### src/rtl/seq_detect_ctrl_if.sv
// Handshake/configuration bundle between a controller and the seq_detect_ctrl block.
// Parameters must match the PAT_W/CNT_W of the attached seq_detect_ctrl instance.
interface seq_detect_ctrl_if #(
   parameter int PAT_W = 8,
   parameter int CNT_W = 8
);
   localparam int LEN_W = $clog2(PAT_W + 1);

   logic             cfg_we;
   logic [PAT_W-1:0] cfg_pattern;
   logic [LEN_W-1:0] cfg_len;
   logic [CNT_W-1:0] cfg_target;
   logic             start;
   logic             stop;
   logic             A;
   logic             a_valid;
   logic             Z;
   logic             busy;
   logic             done;
   logic [CNT_W-1:0] match_count;

   modport master (
      output cfg_we, cfg_pattern, cfg_len, cfg_target, start, stop, A, a_valid,
      input  Z, busy, done, match_count
   );

   modport slave (
      input  cfg_we, cfg_pattern, cfg_len, cfg_target, start, stop, A, a_valid,
      output Z, busy, done, match_count
   );
endinterface

### src/rtl/seq_detect_ctrl.sv
// Programmable serial-pattern detector with match counting and a DONE target.
// Optional macro SEQ_DETECT_NONOVERLAP_EN makes matches non-overlapping.
module seq_detect_ctrl #(
   parameter int PAT_W = 8,
   parameter int CNT_W = 8
) (
   input logic              clk,
   input logic              reset,
   seq_detect_ctrl_if.slave bus
);
   localparam int LEN_W = $clog2(PAT_W + 1);
   localparam logic [LEN_W-1:0] LEN_MAX = LEN_W'(PAT_W);
   localparam logic [CNT_W-1:0] CNT_MAX = '1;

   typedef enum logic [1:0] {IDLE, ARMED, DONE} state_t;

   state_t           state_q;
   logic [PAT_W-1:0] pattern_q;
   logic [PAT_W-1:0] hist_q;
   logic [LEN_W-1:0] len_q;
   logic [LEN_W-1:0] fill_q;
   logic [CNT_W-1:0] target_q;
   logic [CNT_W-1:0] count_q;
   logic             z_q;

   logic [PAT_W-1:0] hist_d;
   logic [PAT_W-1:0] lenMask;
   logic [LEN_W-1:0] fill_d;
   logic [LEN_W-1:0] cfgLen_d;
   logic [CNT_W-1:0] count_d;
   logic             matchHit;

   // Candidate next values for a consuming cycle; the match is judged on the post-shift history.
   always_comb begin
      hist_d  = {hist_q[PAT_W-2:0], bus.A};
      fill_d  = (fill_q == LEN_MAX) ? fill_q : fill_q + 1'b1;
      count_d = (count_q == CNT_MAX) ? count_q : count_q + 1'b1;
      lenMask = '0;
      for (int i = 0; i < PAT_W; i++) begin
         lenMask[i] = (i < int'(len_q));
      end
      matchHit = (((hist_d ^ pattern_q) & lenMask) == '0) && (fill_d >= len_q);
      if (bus.cfg_len == '0) begin
         cfgLen_d = LEN_W'(1);
      end else if (bus.cfg_len > LEN_MAX) begin
         cfgLen_d = LEN_MAX;
      end else begin
         cfgLen_d = bus.cfg_len;
      end
   end

   always_ff @(posedge clk or negedge reset) begin
      if (!reset) begin
         state_q   <= IDLE;
         pattern_q <= '0;
         hist_q    <= '0;
         len_q     <= LEN_W'(1);
         fill_q    <= '0;
         target_q  <= '0;
         count_q   <= '0;
         z_q       <= 1'b0;
      end else begin
         z_q <= 1'b0;
         unique case (state_q)
            IDLE: begin
               if (bus.cfg_we) begin
                  pattern_q <= bus.cfg_pattern;
                  len_q     <= cfgLen_d;
                  target_q  <= bus.cfg_target;
               end
               if (bus.start && !bus.stop) begin
                  state_q <= ARMED;
                  hist_q  <= '0;
                  fill_q  <= '0;
                  count_q <= '0;
               end
            end
            ARMED: begin
               // stop takes priority over consuming a bit offered in the same cycle
               if (bus.stop) begin
                  state_q <= IDLE;
               end else if (bus.a_valid) begin
                  hist_q <= hist_d;
                  if (matchHit) begin
                     z_q     <= 1'b1;
                     count_q <= count_d;
`ifdef SEQ_DETECT_NONOVERLAP_EN
                     fill_q  <= '0;
`else
                     fill_q  <= fill_d;
`endif
                     if ((target_q != '0) && (count_d == target_q)) begin
                        state_q <= DONE;
                     end
                  end else begin
                     fill_q <= fill_d;
                  end
               end
            end
            DONE: begin
               if (bus.stop) begin
                  state_q <= IDLE;
               end else if (bus.start) begin
                  state_q <= ARMED;
                  hist_q  <= '0;
                  fill_q  <= '0;
                  count_q <= '0;
               end
            end
            default: state_q <= IDLE;
         endcase
      end
   end

   assign bus.Z           = z_q;
   assign bus.busy        = (state_q == ARMED);
   assign bus.done        = (state_q == DONE);
   assign bus.match_count = count_q;
endmodule

### src/flat_wrapper.sv
// flat-port wrapper written by rule: the top's interface ports become plain ports
module seq_detect_ctrl_flat 
#(
   parameter int PAT_W = 8,
   parameter int CNT_W = 8
)
  (clk, reset, bus_cfg_we, bus_cfg_pattern, bus_cfg_len, bus_cfg_target, bus_start, bus_stop, bus_A, bus_a_valid, bus_Z, bus_busy, bus_done, bus_match_count);
  seq_detect_ctrl_if #(.PAT_W(PAT_W), .CNT_W(CNT_W)) bus_i ();
  input logic clk;
  input logic reset;
  input wire logic [$bits(bus_i.cfg_we)-1:0] bus_cfg_we;
  input wire logic [$bits(bus_i.cfg_pattern)-1:0] bus_cfg_pattern;
  input wire logic [$bits(bus_i.cfg_len)-1:0] bus_cfg_len;
  input wire logic [$bits(bus_i.cfg_target)-1:0] bus_cfg_target;
  input wire logic [$bits(bus_i.start)-1:0] bus_start;
  input wire logic [$bits(bus_i.stop)-1:0] bus_stop;
  input wire logic [$bits(bus_i.A)-1:0] bus_A;
  input wire logic [$bits(bus_i.a_valid)-1:0] bus_a_valid;
  output wire logic [$bits(bus_i.Z)-1:0] bus_Z;
  output wire logic [$bits(bus_i.busy)-1:0] bus_busy;
  output wire logic [$bits(bus_i.done)-1:0] bus_done;
  output wire logic [$bits(bus_i.match_count)-1:0] bus_match_count;
  assign bus_i.cfg_we = bus_cfg_we;
  assign bus_i.cfg_pattern = bus_cfg_pattern;
  assign bus_i.cfg_len = bus_cfg_len;
  assign bus_i.cfg_target = bus_cfg_target;
  assign bus_i.start = bus_start;
  assign bus_i.stop = bus_stop;
  assign bus_i.A = bus_A;
  assign bus_i.a_valid = bus_a_valid;
  assign bus_Z = bus_i.Z;
  assign bus_busy = bus_i.busy;
  assign bus_done = bus_i.done;
  assign bus_match_count = bus_i.match_count;
  seq_detect_ctrl #(.PAT_W(PAT_W), .CNT_W(CNT_W)) u_core (.clk(clk), .reset(reset), .bus(bus_i));
endmodule
### config.mk
export PLATFORM = sky130hd
export DESIGN_NAME = seq_detect_ctrl_flat
export DESIGN_NICKNAME = d
export VERILOG_FILES = /design/src/rtl/seq_detect_ctrl_if.sv /design/src/rtl/seq_detect_ctrl.sv /design/src/flat_wrapper.sv
export SDC_FILE = /design/constraint.sdc
export NUM_CORES = 1
export LEC_CHECK = 0
export CORE_ASPECT_RATIO = 1.75
export CORE_MARGIN = 2
export CORE_UTILIZATION = 45
export DETAILED_ROUTE_END_ITERATION = 8
export PLACE_DENSITY = 0.81
export SLEW_MARGIN = 5
export SYNTH_ARGS = -nofsm -noshare
export SYNTH_HDL_FRONTEND = slang
export SYNTH_SLANG_ARGS = --single-unit
### constraint.sdc
create_clock -name clk -period 2.8 [get_ports clk]
set_clock_uncertainty 0.15 [all_clocks]
set_input_delay 0.42 -clock clk [delete_from_list [all_inputs] [get_ports clk]]
set_output_delay 0.42 -clock clk [all_outputs]
set_load 0.02 [all_outputs]
* After elaboration in Yosys (flattened, before gate mapping)
Cells that the tools add are included.
** Word-level totals
- Register bits after elaboration :: 42
- Bits in latches :: 0
- Memory bits (writable) :: 0
- Memory bits (read-only) :: 0
- Output and inout bits :: 11
- Word-level logic and storage cells :: 82
- Memories kept :: 0
** Operators by class
- Add/subtract/negate cells :: 2
- $mul :: 0
- Divide/modulo/power cells :: 0
- Magnitude comparators :: 10
- Equality and inequality tests :: 15
- Shift operators :: 0
- Multiplexer cells :: 32
- Bitwise gates (word level) :: 2
- Reductions and logical operators :: 13
** Operators by type and width (count)
- 2-to-1 mux 8 bit :: 7
- 2-to-1 mux 4 bit :: 8
- one-hot mux 8 bit (3 select lines) :: 1
- one-hot mux 7 bit (3 select lines) :: 1
- less-than comparator 3 x 4 -> 1 bit (first input constant) :: 4
- 2-to-1 mux 2 bit :: 7
- 2-to-1 mux 7 bit :: 2
- one-hot mux 4 bit (3 select lines) :: 1
- adder 8 x 1 -> 8 bit (second input constant) :: 1
- AND 8 bit :: 1
- equality test 8 bit :: 1
- equality test 8 bit (second input constant) :: 1
- logical NOT 8 bit :: 1
- less-than comparator 1 x 4 -> 1 bit (first input constant) :: 2
- less-than comparator 2 x 4 -> 1 bit (first input constant) :: 2
- != test 2 bit (second input constant) :: 4
- nonzero test 8 bit :: 1
- XOR 8 bit :: 1
- AND reduction 7 bit :: 1
- != test 3 x 2 -> 1 bit (second input constant) :: 2
- != test 3 bit (second input constant) :: 2
- one-hot mux 2 bit (3 select lines) :: 1
- AND reduction 6 bit :: 1
- AND reduction 5 bit :: 1
- 14 further kinds :: 20

* Longest topological paths before layout
- Depth after elaboration :: 9
- Depth in mapped cells :: 13
- Depth with buffers taken out :: 12

* Least setup slack after synthesis
No wires, ideal clock.
- Kind :: register -> register
- From :: register u_core.len_q[1]
- To :: register u_core.state_q[0]
- Setup time :: 119 ps
- Arrival time :: 2262 ps
- Slack :: 269 ps
- Stages on the path, launching flop included :: 8
- Buffers on the path :: 1
- Cell sequence :: dfrtp_1 or3b_1 a211o_1 o32a_1 a2111oi_4 buf_6 nand4_1 o21a_1
** Between the ends
- Word-level cells in the longest chain between the ends :: 6
** RTL lines
- from (decl) :: line seq_detect_ctrl.sv:20 : logic [LEN_W-1:0] len_q;
- from (signal assigned) :: line seq_detect_ctrl.sv:68 : len_q <= cfgLen_d;
- less-than comparator 1 x 4 -> 1 bit, or another cell as far along :: line seq_detect_ctrl.sv:40 : lenMask[i] = (i < int'(len_q));
- AND 8 bit :: line seq_detect_ctrl.sv:42 : matchHit = (((hist_d ^ pattern_q) & lenMask) == '0) && (fill_d >= len_q);
- logical NOT 8 bit :: line seq_detect_ctrl.sv:42
- logical AND 1 bit (*) :: line seq_detect_ctrl.sv:42
- != test 3 x 2 -> 1 bit (no line) (*)
- AND reduction 5 bit (no line) (*)
- to (signal assigned) :: line seq_detect_ctrl.sv:54 : state_q <= IDLE;
- to (signal assigned) :: line seq_detect_ctrl.sv:72 : state_q <= ARMED;
- to (signal assigned) :: line seq_detect_ctrl.sv:81 : state_q <= IDLE;
- to (decl) :: line seq_detect_ctrl.sv:17 : state_t state_q;
Mark *: on every way between the ends. The rest lies on a longest branch, timed or not.
A chain may end at the register's enable or synchronous reset.

* Worst setup path after layout
- From :: register u_core.fill_q[0]
- To :: register u_core.count_q[4], in the netlist u_core.bus.match_count[4]
** Between the ends
- Word-level cells in the longest chain between the ends :: 6
** RTL lines
- from (decl) :: line seq_detect_ctrl.sv:21 : logic [LEN_W-1:0] fill_q;
- from (signal assigned) :: line seq_detect_ctrl.sv:90 : fill_q <= fill_d;
- from (signal assigned) :: line seq_detect_ctrl.sv:96 : fill_q <= fill_d;
- adder 4 x 1 -> 4 bit / equality test 4 bit (equally long branches) :: line seq_detect_ctrl.sv:36 : fill_d = (fill_q == LEN_MAX) ? fill_q : fill_q + 1'b1;
- 2-to-1 mux 4 bit (*) :: line seq_detect_ctrl.sv:36
- greater-or-equal comparator 4 bit (*) :: line seq_detect_ctrl.sv:42
- logical AND 1 bit (*) :: line seq_detect_ctrl.sv:42
- != test 2 x 1 -> 1 bit (no line) (*)
- AND reduction 7 bit (no line) (*)
- to (signal assigned) :: line seq_detect_ctrl.sv:86 : count_q <= count_d;
- to (decl) :: line seq_detect_ctrl.sv:23 : logic [CNT_W-1:0] count_q;
Marks and branches as above.

==> run metrics <==
status=finished clean; Period Utilization, post-route=a little over nine tenths; clock share of power=between 20% and 30%; Cells after Synth=256; Sink Count=42; share of cells above drive strength 1=11.4%; ranking of synthesized cells by area=dfrtp_1 (42%), mux2_1 (7.0%), nand2_1 (4.8%), o21ai_1 (4.3%), xnor2_1 (4.0%); combinational power share=a little under a third; setup TNS=0 ns; Avg Inst Size Synth=9.47 sq um; number of CTS-inserted buffers=5; Ant. Diodes=0; dominant synthesized flop cell=dfrtp_1; Slew @ Worst Pin=approximately 0.95 ns; via count=approximately 2100; Min-Delay Path Class=in -> async; FFs w/ async S/R, synth=between 90% and 100%; Port Buffers=37; Post-synth EDFFs=0; DIE AREA=approximately 6000 sq um; yosys warns=0; max-cap viol count=0; fin nets=between 300 and 400; Pint=about 1.2 mW; Max Clk Rate=365 MHz; worst-case clock buffer depth=2; Post-Place Setup Slack=between 0.0001 and 0.00015 ns; total grt overflow=0; synth unique cells=45; Routed WL per cell=between 15 and 20 um; Max VDD drop=around 0.38 mV; hpwl dp=~4100 um; Multi-input gate area=around 1300 sq um; DRC=0; Routed WL=5920 um; Root Driver=clkbuf_8; CP Data Arrival Time=~2.8 ns; fin worst setup slack=0.0623 ns; Final Max Slew Viols=0; biggest area consumer among synthesized cells=dfrtp_1; simple-gate share of the synthesized area=between 15 and 20%; H-Tree Depth=2; Tmin final=~2.7 ns; Post-DP Area=between 2000 and 3000 sq um; sequential area share after synthesis=43.4%; Via density=around 6; final instance area=3100 sq um; initial antenna violation count=0; Layout area overhead=28.0%; Switching Fraction=between 30% and 40%; IO Pins=38; Sequential Area=~1100 sq um; mux cell area share after synthesis=7.38%; final-layout fill cell count=about 460; top cell type's share of synthesized area=between 40% and 50%; vias in the first global route=2073; adder-cell share of the synthesized area=about 3.6%; P_sw=between 0.5 and 0.6 mW; most instantiated cells after synthesis=dfrtp_1 (41), nand2_1 (31), o21ai_1 (21), mux2_1 (15), a21oi_1 (13); Die X=59.5 um; Die H=101 um; clock-pin slew on the worst setup and hold paths=0.08 ns; mapped cell area=between 2000 and 2500 sq um; largest family of logic cells by synthesized area=simple AND/OR/NAND/NOR gates; final setup vio count=0; Critical Path Source Type=flip-flop; starting density of the core=between 40% and 50%; DR pass1 iterations=4; Yosys reg bits=between 40 and 50; Synth Area in XOR/XNOR=between 5 and 6%; TritonCTS clock tree=yes; row count=35; CP Capture Type=flip-flop; share of total power in sequential cells=41.7%; All-Layer GR Usage=a little over 20%; critical path class=reg -> reg; Final ANT Viol Nets=0; first-pass GRT wire length=a little over 9000 um; initial drt markers=140; largest net degree at the start of global routing=between 40 and 50; Worst-Skew Late Latency=approximately 0.3 ns; post-synthesis compound-gate area fraction=between 10% and 20%; Leak Pwr=approximately 1.3 nW; fin util=between 50% and 60%; final hold vios=0; critical path peak fanout=7; PwrDens=565 nW/um^2; gpl congestion=0.926; count leader, synth=dfrtp_1; Post-CTS Hold Buffers=0; core box area=between 5000 and 6000 sq um; relative slew slack=a little under two fifths; critical path data required time=~2.9 ns; syn_nets=290
==> worst paths after layout <==
path | startpoint | to | slack, ns | cells past startpoint
worst max-delay path | u_core.fill_q[0] | u_core.bus.match_count[4] | 0.06 | 15
worst min-delay path | reset | u_core.bus.match_count[0] | 0.1 | 1
worst max register to register | u_core.fill_q[0] | u_core.bus.match_count[4] | 0.06 | 15
worst min register to register | u_core.pattern_q[3] | u_core.pattern_q[3] | 0.37 | 1
max in group asynchronous | reset | u_core.bus.Z | 1.79 | 1
min in group clk | u_core.pattern_q[3] | u_core.pattern_q[3] | 0.37 | 1
==> cell families after synthesis <==
group,count (synthesis)
AOI/OAI and AO/OA,65
xor gates and xnor gates,16
adders and majority gates,7
buffers and inverters,22
DFF,42
muxes,16
and+or+nand+nor,88
==> critical path, cell delays in order (launching register included) <==
cell	delay, ns
dfrtp_1	0.41
inv_2	0.07
ha_1	0.14
nand2_1	0.07
nor2_1	0.13
xnor2_1	0.11
ha_1	0.28
nand2b_1	0.09
a21o_1	0.14
nand3_2	0.09
a2111oi_4	0.34
buf_4	0.20
buf_12	0.12
buf_12	0.09
a31oi_1	0.06
a31oi_1	0.16
==> power groups by stage <==
stage	Clock, mW	Sequential [mW]	Combinational (mW)
6_report	0.485	0.731	0.536
5_1_grt	0.515	0.741	0.582
4_1_cts	0.496	0.730	0.477
3_5_place_dp	0	0.742	0.476
3_3_place_gp	0	0.739	0.466
2_1_floorplan	0	0.755	0.271
==> flip-flops by register name (all words and copies together) (netlist names) <==
name and cells:
u_core.bus.match_count 8, u_core.pattern_q 8, u_core.target_q 8, u_core.hist_q 7, u_core.fill_q 4, u_core.len_q 4, u_core.state_q 2, u_core.bus.Z 1
==> what timing repair did <==
action / 4_1_cts / 5_1_grt
gates resized for setup: 0 / 4
endpoints found under the hold margin: 0 / 0
setup endpoints to repair: 0 / 7
buffers inserted: 0 / 8
==> layer usage <==
layer	track usage (%)	up-vias	part of all wire, %
met1	21.7	1038	39
met5	0	-	0
met4	11.7	0	4.1
li1	-	1023	-
met2	36.1	61	54
met3	2.44	21	3.1
==> area by class of cell <==
class                   count  area share (%)
clock buffers               5            2.22
clock inverters             3            1.45
inverters                  11            1.33
multi-input cells         192            41.9
flip-flops and latches     42            33.9
well taps                  55            2.22
repair buffers             53            17.0
==> metrics by stage <==
| step | hold WS, ns | total power [mW] | instances |
|---|---|---|---|
| floorplan | -0.0256 | 1.03 | 256 |
| global placement | 0.341 | 1.20 | 344 |
| detailed placement | 0.349 | 1.22 | 344 |
| CTS | 0.144 | 1.70 | 352 |
| global route | 0.190 | 1.84 | 361 |
| finish | 0.0987 | 1.75 | 361 |
==> layout by cell type (no fill, tap or decap), types with 10 or more instances in the layout <==
| cell | count |
|---|---|
| dfrtp_1 | 41 |
| buf_4 | 13 |
| clkdlybuf4s50_1 | 36 |
| o21ai_1 | 21 |
| nor2_1 | 12 |
| xnor2_1 | 11 |
| nand2_1 | 31 |
| a21oi_1 | 13 |
| mux2_1 | 15 |
| nand3_1 | 10 |
No activity file was read; power rests on OpenSTA's default activity.
